<file path="config.mk">
export PLATFORM = sky130hd
export DESIGN_NAME = mcu_bus_decoder_flat
export DESIGN_NICKNAME = d
export VERILOG_FILES = /design/src/rtl/mcu_bus_decoder_if.sv /design/src/rtl/mcu_bus_decoder.sv /design/src/flat_wrapper.sv
export SDC_FILE = /design/constraint.sdc
export NUM_CORES = 1
export LEC_CHECK = 0
export BUFFER_PORTS_ARGS = -buffer_cell sky130_fd_sc_hd__buf_2
export CAP_MARGIN = 20
export CORE_MARGIN = 10
export CORE_UTILIZATION = 40
export CTS_CLUSTER_SIZE = 14
export DETAILED_ROUTE_END_ITERATION = 10
export SETUP_SLACK_MARGIN = 0.5
export SLEW_MARGIN = 20
export SYNTH_ARGS = -nofsm -noshare
export SYNTH_HDL_FRONTEND = slang
export SYNTH_SLANG_ARGS = --single-unit
</file>
<file path="constraint.sdc">
create_clock -name system_clock -period 12.1 [get_ports system_clock]
set_input_delay 1.21 -clock system_clock [delete_from_list [all_inputs] [get_ports system_clock]]
set_output_delay 1.21 -clock system_clock [all_outputs]
set_load 0.05 [all_outputs]
</file>
<file path="src/rtl/mcu_bus_decoder_if.sv">
`default_nettype none
// ============================================================================
// Module      : mcu_bus_decoder_if
// Description : Bundles the MCU byte-bus pins and the PSRAM write-request
//               handshake seen by mcu_bus_decoder.
//               The decoder takes the slave modport: it listens to the MCU bus
//               and offers write requests to the consumer. The environment
//               (MCU pins plus PSRAM write path) takes the master modport.
// Revision    : 1.0 - initial release
// ============================================================================
interface mcu_bus_decoder_if #(
  parameter int ADDRESS_WIDTH = 23
);

  // MCU side: asynchronous strobe, byte value and command/data flag
  logic                     mcu_bus_clock;
  logic [7:0]               mcu_bus;
  logic                     mcu_bus_command_data;

  // PSRAM write-request side: valid/ready handshake on the FIFO head
  logic                     write_valid;
  logic                     write_ready;
  logic [ADDRESS_WIDTH-1:0] write_address;
  logic [7:0]               write_data;

  // Status
  logic                     error;
  logic                     busy;

  modport slave (
    input  mcu_bus_clock,
    input  mcu_bus,
    input  mcu_bus_command_data,
    input  write_ready,
    output write_valid,
    output write_address,
    output write_data,
    output error,
    output busy
  );

  modport master (
    output mcu_bus_clock,
    output mcu_bus,
    output mcu_bus_command_data,
    output write_ready,
    input  write_valid,
    input  write_address,
    input  write_data,
    input  error,
    input  busy
  );

endinterface
`default_nettype wire

</file>
<file path="src/rtl/mcu_bus_decoder.sv">
`default_nettype none
// ============================================================================
// Module      : mcu_bus_decoder
// Description : Samples the 8-bit MCU bus into the system_clock domain,
//               decodes the command/data byte stream into addressed byte
//               writes and queues them in a first-word-fall-through FIFO
//               for the PSRAM write path.
//               ADDRESS_WIDTH must be at least 17; FIFO_DEPTH must be a
//               power of two, at least 2.
// Revision    : 1.0 - initial release
// ============================================================================
module mcu_bus_decoder #(
  parameter int ADDRESS_WIDTH = 23,
  parameter int FIFO_DEPTH    = 8
) (
  input  logic             system_clock,
  input  logic             reset,
  mcu_bus_decoder_if.slave bus
);

  localparam int c_PTR_W = (FIFO_DEPTH > 1) ? $clog2(FIFO_DEPTH) : 1;
  localparam int c_HI_W  = ADDRESS_WIDTH - 16;

  localparam logic [c_PTR_W:0]         c_DEPTH    = (c_PTR_W + 1)'(FIFO_DEPTH);
  localparam logic [c_PTR_W:0]         c_PTR_ONE  = {{c_PTR_W{1'b0}}, 1'b1};
  localparam logic [ADDRESS_WIDTH-1:0] c_ADDR_ONE = {{(ADDRESS_WIDTH-1){1'b0}}, 1'b1};

  typedef enum logic [2:0] {
    S_IDLE   = 3'd0,
    S_ADDR2  = 3'd1,
    S_ADDR1  = 3'd2,
    S_ADDR0  = 3'd3,
    S_STREAM = 3'd4
  } state_t;

  // --------------------------------------------------------------------------
  // Input synchronizers and strobe edge detect
  // --------------------------------------------------------------------------
  logic       r_strobe_s1, r_strobe_s2, r_strobe_s3;
  logic [7:0] r_bus_s1, r_bus_s2;
  logic       r_flag_s1, r_flag_s2;
  logic       w_strobe;

  // Two flops per MCU signal; a third strobe flop keeps history for the edge
  always_ff @(posedge system_clock) begin
    if (reset) begin
      r_strobe_s1 <= 1'b0;
      r_strobe_s2 <= 1'b0;
      r_strobe_s3 <= 1'b0;
      r_bus_s1    <= 8'h00;
      r_bus_s2    <= 8'h00;
      r_flag_s1   <= 1'b0;
      r_flag_s2   <= 1'b0;
    end else begin
      r_strobe_s1 <= bus.mcu_bus_clock;
      r_strobe_s2 <= r_strobe_s1;
      r_strobe_s3 <= r_strobe_s2;
      r_bus_s1    <= bus.mcu_bus;
      r_bus_s2    <= r_bus_s1;
      r_flag_s1   <= bus.mcu_bus_command_data;
      r_flag_s2   <= r_flag_s1;
    end
  end

  // The MCU holds byte and flag steady around the strobe, so the s2 copies
  // are settled when the rising edge reaches s2.
  assign w_strobe = r_strobe_s2 & ~r_strobe_s3;

  // --------------------------------------------------------------------------
  // Upper address byte: keep only the bits that exist in the address
  // --------------------------------------------------------------------------
  logic [c_HI_W-1:0] w_byte_hi;

  generate
    if (c_HI_W <= 8) begin : g_hi_narrow
      assign w_byte_hi = r_bus_s2[c_HI_W-1:0];
    end else begin : g_hi_wide
      assign w_byte_hi = {{(c_HI_W-8){1'b0}}, r_bus_s2};
    end
  endgenerate

  // --------------------------------------------------------------------------
  // Decoder state, address and shadow registers
  // --------------------------------------------------------------------------
  state_t                   r_state, w_state_next;
  logic [ADDRESS_WIDTH-1:0] r_address, w_address_next;
  logic [c_HI_W-1:0]        r_shadow_hi, w_shadow_hi_next;
  logic [7:0]               r_shadow_mid, w_shadow_mid_next;
  logic                     w_push_req;
  logic                     w_err_set;
  logic                     w_err_clr;

  // Decoder state register with the address and shadow bytes it owns
  always_ff @(posedge system_clock) begin
    if (reset) begin
      r_state      <= S_IDLE;
      r_address    <= '0;
      r_shadow_hi  <= '0;
      r_shadow_mid <= 8'h00;
    end else begin
      r_state      <= w_state_next;
      r_address    <= w_address_next;
      r_shadow_hi  <= w_shadow_hi_next;
      r_shadow_mid <= w_shadow_mid_next;
    end
  end

  // Byte decode: commands abort whatever is in progress; data depends on state
  always_comb begin
    w_state_next      = r_state;
    w_address_next    = r_address;
    w_shadow_hi_next  = r_shadow_hi;
    w_shadow_mid_next = r_shadow_mid;
    w_push_req        = 1'b0;
    w_err_set         = 1'b0;
    w_err_clr         = 1'b0;

    if (w_strobe) begin
      if (r_flag_s2) begin
        case (r_bus_s2)
          8'h00: w_state_next = S_IDLE;
          8'h01: w_state_next = S_ADDR2;
          8'h02: w_state_next = S_STREAM;
          8'h03: begin
            w_err_clr    = 1'b1;
            w_state_next = S_IDLE;
          end
          default: begin
            w_err_set    = 1'b1;
            w_state_next = S_IDLE;
          end
        endcase
      end else begin
        case (r_state)
          S_ADDR2: begin
            w_shadow_hi_next = w_byte_hi;
            w_state_next     = S_ADDR1;
          end
          S_ADDR1: begin
            w_shadow_mid_next = r_bus_s2;
            w_state_next      = S_ADDR0;
          end
          S_ADDR0: begin
            // The address register only changes once all three bytes arrived,
            // so an aborted sequence leaves the previous address intact.
            w_address_next = {r_shadow_hi, r_shadow_mid, r_bus_s2};
            w_state_next   = S_IDLE;
          end
          S_STREAM: begin
            // Advance even if the FIFO drops the byte, keeping later bytes
            // aligned with the MCU's notion of the address.
            w_push_req     = 1'b1;
            w_address_next = r_address + c_ADDR_ONE;
          end
          default: begin
            w_err_set    = 1'b1;
            w_state_next = S_IDLE;
          end
        endcase
      end
    end
  end

  // --------------------------------------------------------------------------
  // Write request FIFO (first-word-fall-through)
  // --------------------------------------------------------------------------
  logic [ADDRESS_WIDTH-1:0] r_mem_addr [FIFO_DEPTH];
  logic [7:0]               r_mem_data [FIFO_DEPTH];
  logic [c_PTR_W:0]         r_wr_ptr, r_rd_ptr;
  logic [c_PTR_W:0]         w_count, w_count_next;
  logic                     w_empty, w_full;
  logic                     w_pop, w_push, w_drop;

  assign w_count = r_wr_ptr - r_rd_ptr;
  assign w_empty = (w_count == '0);
  assign w_full  = (w_count == c_DEPTH);
  assign w_pop   = ~w_empty & bus.write_ready;
  // A pop in the same cycle frees the slot the push needs
  assign w_push  = w_push_req & (~w_full | w_pop);
  assign w_drop  = w_push_req & ~w_push;

  // Occupancy after this edge, used for the registered busy flag
  always_comb begin
    w_count_next = w_count;
    if (w_push && !w_pop) begin
      w_count_next = w_count + c_PTR_ONE;
    end else if (!w_push && w_pop) begin
      w_count_next = w_count - c_PTR_ONE;
    end
  end

  // FIFO pointers; the extra MSB separates full from empty
  always_ff @(posedge system_clock) begin
    if (reset) begin
      r_wr_ptr <= '0;
      r_rd_ptr <= '0;
    end else begin
      if (w_push) begin
        r_wr_ptr <= r_wr_ptr + c_PTR_ONE;
      end
      if (w_pop) begin
        r_rd_ptr <= r_rd_ptr + c_PTR_ONE;
      end
    end
  end

  // FIFO storage; contents are masked at the output while empty
  always_ff @(posedge system_clock) begin
    if (w_push) begin
      r_mem_addr[r_wr_ptr[c_PTR_W-1:0]] <= r_address;
      r_mem_data[r_wr_ptr[c_PTR_W-1:0]] <= r_bus_s2;
    end
  end

  // --------------------------------------------------------------------------
  // Status flags
  // --------------------------------------------------------------------------
  logic r_error;
  logic r_busy;

  // Sticky error; CLEAR_ERROR has priority over any set on the same strobe
  always_ff @(posedge system_clock) begin
    if (reset) begin
      r_error <= 1'b0;
    end else if (w_err_clr) begin
      r_error <= 1'b0;
    end else if (w_err_set || w_drop) begin
      r_error <= 1'b1;
    end
  end

  // Busy reflects the state and occupancy that this edge establishes
  always_ff @(posedge system_clock) begin
    if (reset) begin
      r_busy <= 1'b0;
    end else begin
      r_busy <= (w_state_next != S_IDLE) || (w_count_next != '0);
    end
  end

  // --------------------------------------------------------------------------
  // Outputs
  // --------------------------------------------------------------------------
  assign bus.write_valid   = ~w_empty;
  assign bus.write_address = w_empty ? '0 : r_mem_addr[r_rd_ptr[c_PTR_W-1:0]];
  assign bus.write_data    = w_empty ? 8'h00 : r_mem_data[r_rd_ptr[c_PTR_W-1:0]];
  assign bus.error         = r_error;
  assign bus.busy          = r_busy;

endmodule
`default_nettype wire

</file>
<file path="src/flat_wrapper.sv">
// flat-port wrapper written by rule: the top's interface ports become plain ports
module mcu_bus_decoder_flat 
#(
  parameter int ADDRESS_WIDTH = 23,
  parameter int FIFO_DEPTH    = 8
)
  (system_clock, reset, bus_mcu_bus_clock, bus_mcu_bus, bus_mcu_bus_command_data, bus_write_ready, bus_write_valid, bus_write_address, bus_write_data, bus_error, bus_busy);
  mcu_bus_decoder_if #(.ADDRESS_WIDTH(ADDRESS_WIDTH)) bus_i ();
  input  logic system_clock;
  input  logic reset;
  input wire logic [$bits(bus_i.mcu_bus_clock)-1:0] bus_mcu_bus_clock;
  input wire logic [$bits(bus_i.mcu_bus)-1:0] bus_mcu_bus;
  input wire logic [$bits(bus_i.mcu_bus_command_data)-1:0] bus_mcu_bus_command_data;
  input wire logic [$bits(bus_i.write_ready)-1:0] bus_write_ready;
  output wire logic [$bits(bus_i.write_valid)-1:0] bus_write_valid;
  output wire logic [$bits(bus_i.write_address)-1:0] bus_write_address;
  output wire logic [$bits(bus_i.write_data)-1:0] bus_write_data;
  output wire logic [$bits(bus_i.error)-1:0] bus_error;
  output wire logic [$bits(bus_i.busy)-1:0] bus_busy;
  assign bus_i.mcu_bus_clock = bus_mcu_bus_clock;
  assign bus_i.mcu_bus = bus_mcu_bus;
  assign bus_i.mcu_bus_command_data = bus_mcu_bus_command_data;
  assign bus_i.write_ready = bus_write_ready;
  assign bus_write_valid = bus_i.write_valid;
  assign bus_write_address = bus_i.write_address;
  assign bus_write_data = bus_i.write_data;
  assign bus_error = bus_i.error;
  assign bus_busy = bus_i.busy;
  mcu_bus_decoder #(.ADDRESS_WIDTH(ADDRESS_WIDTH), .FIFO_DEPTH(FIFO_DEPTH)) u_core (.system_clock(system_clock), .reset(reset), .bus(bus_i));
endmodule
</file>
==> results.cfg <==
[run_status]
outcome = finished, final reports clean

[global_route]
gr-total-overflow = 0
grt_pass1_vias = 7390
grt_start_max_net_pins = 70
antenna_found_initial = 0
gr-usage-all-layers = 0.137
grt_pass1_wl_um = 43600

[clocking]
hold_buffers = 0
cts_resized = 0
h-tree-depth = 2
cts_buffers = 35
cts_buffer_depth = 3
insertion_delay_ns = 0.52
path_clk_slew_ns = 0.06
cts.sinks = 323
cts_setup_buffers = 0
cts_tree = done
root_buffer = clkbuf_16

[timing]
post-route-period-util = 0.398
setup_viol = 0
finalMaxSlewViolations = 0
rsz0062_at_grt = no
period_needed_ns = 4.82
timing.fmax_mhz = 208
finalHoldViolCount = 0
slew_headroom = 0.281
setup-tns-final_ns = 0
fin_skew_ns = 0.0167
worst_pin_slew_ns = 1.08

[logic_synthesis]
ys_seq_area_frac = 0.686
syn_area_um2 = 13000
postSynthCellCount = 827
ys_warn_count = 0
synth_flop_cell = edfxtp_1
synth-edff-count = 248
async_reset_ff_frac = 0
ys_ff_latch = 323
avgSynthCellArea_um2 = 15.8
syn_nets = 849
synthDistinctLibCells = 64

[finish]
drive_above_1_share = 0.217
layout.nets = 902
layout_commonest_cell = edfxtp_1
area_growth_syn_to_layout_pct = 15.0
diodes = 0
fill_cells = 2852
postLayoutCoreUtil = 0.463
final_cell_mix = edfxtp_1 (248), nor2_1 (76), dfxtp_1 (72), mux4_2 (62), mux2i_1 (50)

[critical_path]
crit_start = u_core.r_wr_ptr[0]
cp.buffers_inverters = 3
path_max_fanout = 18
slowest_delay_ns = 0.60
cp_top_family = adder cells
rr_worst_depth = 7
cp.depth = 9
slowest_stage = fa_1
crit_arrival_ns = 3.61
worst_setup_path_end_kind = output pin
crit_type = reg -> out
r2r_end = u_core.r_mem_addr[4][10]
crit_top_cell = ha_1
critPathRequiredTime_ns = 10.89
path_cells = inv_1 > ha_1 > fa_1 > ha_1 > nand2_1 > a21oi_4 > buf_4 > nor2_1 > buf_2
regToRegStartpoint = u_core.r_wr_ptr[0]
worst-r2r-setup-slack_ns = 8.51
crit_end = bus_write_address[17]
startpoint_type = register

[die]
die_area_um2 = 40200
rows = 66
coreArea_um2 = 32400
initial_core_util = 0.403
io_pins = 47
die_x_um = 201
die_y_um = 201

[drt]
wl_met3_um = 1160
drtPass1Iterations = 5
vias = 7235
routed.top_layer = met4
drc = 0
drtAntennaViolNets = 0
wl_per_cell_um = 20.6
drt_first_iter_violations = 543
wl_met1_um = 13000
finalWirelength_um = 27800
met2_length_um = 13100
via_per_inst = 5.36

[placement]
gp_congestion = 0.809
port_buffers = 46
hpwl_um = 15900

[power]
powerDensity_nw_per_um2 = 200
power.leakage_nw = 4.95
worst_ir_drop_vdd_v = 0.000110

[job]
drv_cap = 0

[min_path]
hold_path.class = reg -> reg
## worst reg2reg max path: stages, from the launching register on
cell     delay, ns
dfxtp_1       0.48
inv_1         0.17
ha_1          0.25
fa_1          0.54
ha_1          0.25
nor3b_1       0.18
a31oi_2       0.31
and4_2        1.01
## report_power, final
part	internal (mW)	leakage, nW	switching (mW)
Combinational	0.223	1.49	0.476
Sequential	1.19	2.90	0.0434
Clock	0.650	0.562	0.422
Total	2.06	4.95	0.942
## worst min path at each step
| stage | from | end | slack [ns] | cells after the start |
|---|---|---|---|---|
| 2_1_floorplan | u_core.r_bus_s1[0] | u_core.r_bus_s2[0] | 0.41 | 1 |
| 3_3_place_gp | u_core.r_bus_s1[1] | u_core.r_bus_s2[1] | 0.42 | 1 |
| 5_1_grt | u_core.r_bus_s1[2] | u_core.r_bus_s2[2] | 0.46 | 1 |
| 4_1_cts | u_core.r_bus_s1[3] | u_core.r_bus_s2[3] | 0.44 | 1 |
| 3_5_place_dp | u_core.r_bus_s1[3] | u_core.r_bus_s2[3] | 0.43 | 1 |
| 6_report | u_core.r_bus_s1[1] | u_core.r_bus_s2[1] | 0.44 | 1 |
## layout make-up
| cell class | instances | area (um^2) | share of cell area |
|---|---|---|---|
| repair buffers | 64 | 365 | 0.0244 |
| well taps | 442 | 553 | 0.0369 |
| inverters | 10 | 37.5 | 0.00250 |
| flip-flops and latches | 323 | 8950 | 0.597 |
| multi-input cells | 446 | 3910 | 0.261 |
| clock buffers | 53 | 1020 | 0.0678 |
| clock inverters | 11 | 154 | 0.0103 |
## cells in the mapped netlist, drive strengths merged, types with 4 or more instances
cell type	n	area, um^2
nor3b	6	45.0
a21o	4	30.0
and3	8	50.1
nor2b	23	144
and2	4	25.0
nor2	78	295
mux4	62	1400
inv	10	37.5
xor2	5	43.8
nand4	6	37.5
nand3b	5	37.5
mux2i	50	500
buf	18	88.8
or3	4	25.0
nand2	29	109
nand3	19	95.1
and4	4	37.5
o21ai	22	110
dfxtp	75	1500
ha	8	100
nor3	13	65.1
o31ai	4	30.0
a41oi	4	35.0
clkbuf	30	113
nor4	4	25.0
edfxtp	248	7450
a21oi	30	161
a31oi	7	50.1
## flip-flops by register name (all words and copies together), names as in the netlist, 3 cells and up, named ones only
name and cells:
u_core.r_shadow_mid 8, u_core.r_state 3, u_core.r_address 23, u_core.r_shadow_hi 7
u_core.r_bus_s1 8, u_core.r_wr_ptr 4, u_core.r_bus_s2 8, u_core.r_mem_addr 184
u_core.r_mem_data 64, u_core.r_rd_ptr 4
## through the flow
| stage | setup WS (ns) | instance area, um^2 | hold slack, ns | cells | total power, mW |
|---|---|---|---|---|---|
| floorplan | 6.91 | 13000 | 0.414 | 827 | 1.80 |
| global placement | 7.87 | 13800 | 0.420 | 1285 | 1.97 |
| detailed placement | 7.78 | 13800 | 0.429 | 1285 | 1.97 |
| CTS | 7.22 | 15000 | 0.443 | 1349 | 3.05 |
| global route | 7.05 | 15000 | 0.456 | 1349 | 3.14 |
| finish | 7.28 | 15000 | 0.439 | 1349 | 3.01 |
## logic make-up (layout without fill, tap and decap cells)
group,count (synthesis),count (layout),share of synthesized area
buf+inv,58,138,0.0183
simple gates,216,216,0.0841
mux,112,112,0.145
fa+ha+maj,9,9,0.00921
compound gates,101,101,0.0515
xor+xnor,8,8,0.00537
flops,323,323,0.686
## layer usage
layer | vias up | global-route usage
li1 | 3346 | -
met1 | 3697 | 0.192
met2 | 152 | 0.216
met3 | 40 | 0.0239
met4 | 0 | 0.0417
met5 | - | 0
Power figures use the tool's default switching activity.
